## src/rtl/tsi_pkg.sv

```systemverilog
// Shared definitions for the chip-side TSI endpoint.
//   TSI_WORD_W    : width of one TSI link word
//   TSI_CMD_*     : legal values of the command word
//   tsi_state_e   : state encoding of the target FSM
package tsi_pkg;

    localparam int TSI_WORD_W = 32;

    localparam logic [TSI_WORD_W-1:0] TSI_CMD_READ  = 32'd0;
    localparam logic [TSI_WORD_W-1:0] TSI_CMD_WRITE = 32'd1;

    typedef enum logic [3:0] {
        S_CMD,
        S_ADDR_LO,
        S_ADDR_HI,
        S_LEN_LO,
        S_LEN_HI,
        S_WR_DATA,
        S_WR_REQ,
        S_WR_ACK,
        S_RD_REQ,
        S_RD_RESP,
        S_RD_SEND
    } tsi_state_e;

endpackage

```

## src/rtl/tsi_target.sv

```systemverilog
// TSI target: parses the host command stream (cmd, addr_lo, addr_hi,
// len_lo, len_hi, [write data]) and turns it into single-word memory
// requests, returning read data to the host.
// Ports:
//   clock, reset                 : clock, async active-high reset
//   tsi_in_valid/ready/bits      : host -> chip word stream
//   tsi_out_valid/ready/bits     : chip -> host word stream (read data)
//   mem_req_valid/ready          : memory request handshake
//   mem_req_write/addr/wdata     : memory request payload
//   mem_resp_valid/data          : memory response (read data or write ack)
//   busy                         : FSM is not waiting for a command
//   err                          : sticky illegal-command flag
module tsi_target
    import tsi_pkg::*;
#(
    parameter int ADDR_W     = 32,
    parameter int WORD_BYTES = 4
) (
    input  logic                  clock,
    input  logic                  reset,
    input  logic                  tsi_in_valid,
    output logic                  tsi_in_ready,
    input  logic [TSI_WORD_W-1:0] tsi_in_bits,
    output logic                  tsi_out_valid,
    input  logic                  tsi_out_ready,
    output logic [TSI_WORD_W-1:0] tsi_out_bits,
    output logic                  mem_req_valid,
    input  logic                  mem_req_ready,
    output logic                  mem_req_write,
    output logic [ADDR_W-1:0]     mem_req_addr,
    output logic [TSI_WORD_W-1:0] mem_req_wdata,
    input  logic                  mem_resp_valid,
    input  logic [TSI_WORD_W-1:0] mem_resp_data,
    output logic                  busy,
    output logic                  err
);

    tsi_state_e            state;
    logic                  is_write;
    logic [ADDR_W-1:0]     addr;
    logic [TSI_WORD_W-1:0] count;
    logic [TSI_WORD_W-1:0] data;
    logic                  err_q;

    // Everything the outside world sees is decoded from registers only,
    // so no combinational path exists from any input to any output.
    assign tsi_in_ready  = (state == S_CMD)     || (state == S_ADDR_LO) ||
                           (state == S_ADDR_HI) || (state == S_LEN_LO)  ||
                           (state == S_LEN_HI)  || (state == S_WR_DATA);
    assign mem_req_valid = (state == S_WR_REQ) || (state == S_RD_REQ);
    assign mem_req_write = (state == S_WR_REQ);
    assign mem_req_addr  = addr;
    assign mem_req_wdata = data;
    assign tsi_out_valid = (state == S_RD_SEND);
    assign tsi_out_bits  = data;
    assign busy          = (state != S_CMD);
    assign err           = err_q;

    // Single FSM. count holds "words remaining minus one", so a burst ends
    // when a word completes with count==0; 0xFFFFFFFF therefore runs for the
    // full 2^32 words. The same data register serves as write data and as
    // captured read data, keeping tsi_out_bits stable while the host stalls.
    always_ff @(posedge clock or posedge reset) begin
        if (reset) begin
            state    <= S_CMD;
            is_write <= 1'b0;
            addr     <= '0;
            count    <= '0;
            data     <= '0;
            err_q    <= 1'b0;
        end else begin
            case (state)
                S_CMD: if (tsi_in_valid) begin
                    if (tsi_in_bits == TSI_CMD_READ || tsi_in_bits == TSI_CMD_WRITE) begin
                        is_write <= (tsi_in_bits == TSI_CMD_WRITE);
                        state    <= S_ADDR_LO;
                    end else begin
                        err_q <= 1'b1;
                    end
                end
                S_ADDR_LO: if (tsi_in_valid) begin
                    addr  <= ADDR_W'(tsi_in_bits);
                    state <= S_ADDR_HI;
                end
                // Only the low ADDR_W bits of the 64-bit address are kept.
                S_ADDR_HI: if (tsi_in_valid) begin
                    addr  <= ADDR_W'({tsi_in_bits, 32'(addr)});
                    state <= S_LEN_LO;
                end
                S_LEN_LO: if (tsi_in_valid) begin
                    count <= tsi_in_bits;
                    state <= S_LEN_HI;
                end
                // The upper length word carries no information for a 32-bit count.
                S_LEN_HI: if (tsi_in_valid) begin
                    state <= is_write ? S_WR_DATA : S_RD_REQ;
                end
                S_WR_DATA: if (tsi_in_valid) begin
                    data  <= tsi_in_bits;
                    state <= S_WR_REQ;
                end
                S_WR_REQ: if (mem_req_ready) begin
                    state <= S_WR_ACK;
                end
                S_WR_ACK: if (mem_resp_valid) begin
                    if (count == '0) begin
                        state <= S_CMD;
                    end else begin
                        count <= count - 32'd1;
                        addr  <= addr + ADDR_W'(WORD_BYTES);
                        state <= S_WR_DATA;
                    end
                end
                S_RD_REQ: if (mem_req_ready) begin
                    state <= S_RD_RESP;
                end
                S_RD_RESP: if (mem_resp_valid) begin
                    data  <= mem_resp_data;
                    state <= S_RD_SEND;
                end
                S_RD_SEND: if (tsi_out_ready) begin
                    if (count == '0) begin
                        state <= S_CMD;
                    end else begin
                        count <= count - 32'd1;
                        addr  <= addr + ADDR_W'(WORD_BYTES);
                        state <= S_RD_REQ;
                    end
                end
                default: state <= S_CMD;
            endcase
        end
    end

endmodule

```

## config.mk

```make
export PLATFORM = sky130hd
export DESIGN_NAME = tsi_target
export DESIGN_NICKNAME = d
export VERILOG_FILES = /design/src/rtl/tsi_pkg.sv /design/src/rtl/tsi_target.sv
export SDC_FILE = /design/constraint.sdc
export NUM_CORES = 1
export LEC_CHECK = 0
export BUFFER_PORTS_ARGS = -buffer_cell sky130_fd_sc_hd__buf_4
export CORE_UTILIZATION = 40
export DETAILED_ROUTE_END_ITERATION = 12
export GPL_TIMING_DRIVEN = 0
export PLACE_DENSITY_LB_ADDON = 0.08
export SLEW_MARGIN = 20
export SYNTH_ARGS = -nofsm -noshare
export SYNTH_HDL_FRONTEND = slang
export SYNTH_SLANG_ARGS = --single-unit
```

## constraint.sdc

```tcl
create_clock -name clock -period 8.7 [get_ports clock]
set_input_delay 0.435 -clock clock [delete_from_list [all_inputs] [get_ports clock]]
set_output_delay 0.435 -clock clock [all_outputs]
set_load 0.01 [all_outputs]
```

==> impl_summary.txt <==
----------------------------------------------------
[Outcome]
  Run status ... completed

[Placement]
  Count of input and output buffers ... roughly 170
  Weighted congestion reported at the end of routability-driven placement ... 0.925
  Detailed placement HPWL ... 18.1 mm

[Setup path]
  Largest fanout on the critical path ... 10
  Data required time of the worst path ... 8.91 ns
  Critical-path cell with the highest stage delay ... nor4_1
  Critical path launch point type ... register
  Top cell by count, worst path ... a21oi_1
  Class of the most critical setup path ... register to register
  Delay of the slowest cell on the worst path ... 0.79 ns
  Cell type group with the largest total delay on the critical path ... simple AND/OR/NAND/NOR gates
  Worst path cell trace ... nor4_1 -> nand3_1 -> nor4_4 -> a21oi_1 -> clkbuf_1 -> a21oi_1 -> a21oi_1
  Category of the worst setup path capture point ... register
  Crit path DAT ... 3.51 ns
  Count of buffer and inverter cells on the critical path ... 1

[GRT]
  Global route total overflow ... 0
  First-pass GRT wire length ... 37.5 mm
  Gr usage total ... 30.8%
  Via count of the first global-routing pass ... 6355
  Number of antenna violations at the first check in global routing ... 0
  Largest net degree at the start of global routing ... 64

[Power and ir drop]
  Switching fraction of total power ... 21.4%
  Internal power consumption ... 844 µW
  Sequential share of power ... 44.1%
  Maximum vdd drop ... 0.102 mV
  Clock network fraction of total power ... approximately half
  Power density over the cells ... around 130 nW/µm²
  Power share of the combinational group ... 6.9%
  Switching pwr ... 230 µW
  Leak pwr ... 0.00373 µW

[Die]
  Area inside the core boundary ... 15200 µm²
  Count of boundary I/O pins ... 172
  Site row count ... 45
  Die boundary width ... 127 µm
  Area of the die ... 16100 µm²
  Vertical die dimension ... 127 µm
  Initial Util ... between 40% and 50%

[Route]
  Per-cell via count in the routed design ... 6.12
  DR vias ... 6834
  Length of the first detailed-routing pass in iterations ... 5
  DRC violation total after the first TritonRoute iteration ... 641
  Drt total wl ... 24.6 mm
  Post-detailed-route DRC marker count ... 0
  Routed Antenna Nets ... 0
  WL/cell ... ~22 µm

[Yosys]
  Syn_nets ... approximately 810
  Total number of yosys warnings ... 0
  Number of flops mapped to enable cells by yosys ... 0
  Async set-reset flop share out of synthesis ... 100%
  Top flip-flop cell by instance count after synthesis ... dfrtp_1
  Number of distinct library cells after synthesis ... 61
  Number of register bits inferred by synthesis ... just over 100
  Mapped Avg Cell Area ... 8.44 µm²
  Cell count after synthesis ... between 700 and 800
  Post-synthesis instance area ... 6250 µm²
  Sequential share of the synthesized area ... 40.8%

[Timing]
  Setup skew after layout ... 0.00932 ns
  Peak Freq ... 302 MHz
  Slew of the pin with the lowest slew margin ... 0.888 ns
  Hold slack ... roughly 0.073 ns
  Max-slew headroom ... 40.3%
  Setup repair after global routing missed its margin ... false
  Minimum period implied by the final worst setup slack ... 3.31 ns
  Setup TNS ... 0 ns
  Total count of hold-check failures in the final report ... 0
  Final max-slew violation count ... 0
  Setup-violating endpoint count in the final report ... 0
  Share of the clock period used by the worst path after layout ... 38.0%

[Hold path]
  Hold Path Class ... primary input to async pin

[Clock network]
  Source-to-sink clock delay at the later pin of the worst-skew pair ... 0.36 ns
  Maximum level of the CTS H-tree ... 3
  Buffers inserted during post-CTS setup optimization ... 0
  Root Buffer ... clkbuf_16
  TritonCTS clock tree ... yes
  Clock slew seen by the registers of the worst setup and hold paths ... 0.07 ns
  Maximum clock path buffer count ... 2
  Hold buffer count at CTS ... 0
  Resized cells post-CTS ... 0
  Inserted Clock Buffers ... 9
  CTS Sinks ... 102

[Cells and area]
  Antenna Diode Count ... 0
  Share of final-layout standard cells stronger than drive strength 1 ... 26.0%
  Commonest cells after routing, fill and taps aside ... buf_4, a21oi_1, dfrtp_1, nor2_1, nand2_1
  Nets ... 996
  Area grow syn2layout ... 31.1%
  Most frequent standard cell in the layout excluding fill and tap cells ... buf_4
  Layout filler cell count ... 1439
  FF/Latch Area ... 2550 µm²
  Area taken by multi-input logic gates ... 3220 µm²

[Flow run]
  # Max-Cap Violations ... 0

----------------------------------------------------
==> registers in the layout, indices dropped and copies added (netlist names) <==
signal,count
mem_req_addr,32
mem_req_wdata,32
count,32
state,4
is_write,1
err,1
==> cell usage after synthesis (12+ instances only) <==
cell type / number / share of area [%]
a21oi_1: 111 / 8.9
dfrtp_1: 102 / 41
nor2_1: 92 / 5.5
nand2_1: 54 / 3.2
clkbuf_1: 35 / 2.1
buf_4: 33 / 4.0
mux2i_1: 33 / 5.3
o21ai_0: 32 / 2.6
nand3_1: 20 / 1.6
nor3_1: 20 / 1.6
o21ai_1: 19 / 1.5
o22a_1: 18 / 2.5
nor4_1: 15 / 1.5
o22ai_1: 12 / 1.2
==> cell families (layout without fill, tap and decap cells) <==
family | count (synthesis) | count (layout) | share of synthesized area, %
AO/OA/AOI/OAI | 254 | 254 | 24.9
adder cells (fa/ha/maj) | 3 | 3 | 0.601
buffers and inverters | 89 | 277 | 7.65
flip-flops | 102 | 102 | 40.8
multiplexers | 35 | 35 | 5.65
AND/OR/NAND/NOR | 257 | 257 | 20.4
==> per-stage QoR <==
step                      std cells  cell area (µm²)  utilization, %  worst slack, ns  total power, µW
after floorplan                 740             6250               -             5.59              507
after global placement         1099             7770            51.1             4.18              555
after detailed placement       1100             7810            51.3             5.53              557
after CTS                      1116             8190            53.9             5.49             1080
after global routing           1116             8190            53.9             5.10             1100
final                          1116             8190            53.9             5.39             1070
==> layer usage <==
layer  share of wire (%)  wire length [µm]  global-route usage (%)
met5                   0                 0                       0
met4                 3.1               763                    14.0
met3                 9.4              2320                    5.99
met2                  46             11400                    48.4
met1                  41             10200                    41.2
==> final timing paths <==
| check | start | endpoint | slack (ns) | cells past startpoint |
|---|---|---|---|---|
| min in group clock | tsi_in_bits[0] | is_write | 0.38 | 2 |
| hold reg to reg | mem_req_addr[1] | mem_req_addr[1] | 0.50 | 2 |
| setup / recovery | count[2] | count[9] | 5.39 | 7 |
| hold / removal | reset | mem_req_wdata[23] | 0.07 | 2 |
| max in group asynchronous | reset | count[29] | 7.97 | 3 |
| setup reg to reg | count[2] | count[9] | 5.39 | 7 |
==> final cells by class <==
cell class / count / share of cell area, %
buffer: 78 / 5.33
clock buffer: 9 / 2.75
clock inverter: 7 / 1.96
inverter: 11 / 0.565
multi-input combinational: 549 / 39.4
sequential: 102 / 31.2
tap: 188 / 2.87
timing repair buffer: 172 / 16.0
==> power by group through the flow <==
| stage | Sequential, µW | Clock (µW) | Combinational, µW |
|---|---|---|---|
| floorplan | 483 | 0 | 23.8 |
| global placement | 483 | 0 | 71.3 |
| detailed placement | 483 | 0 | 73.8 |
| CTS | 474 | 531 | 73.8 |
| global route | 474 | 549 | 79.1 |
| finish | 474 | 526 | 73.9 |
Power figures use the tool's default switching activity.
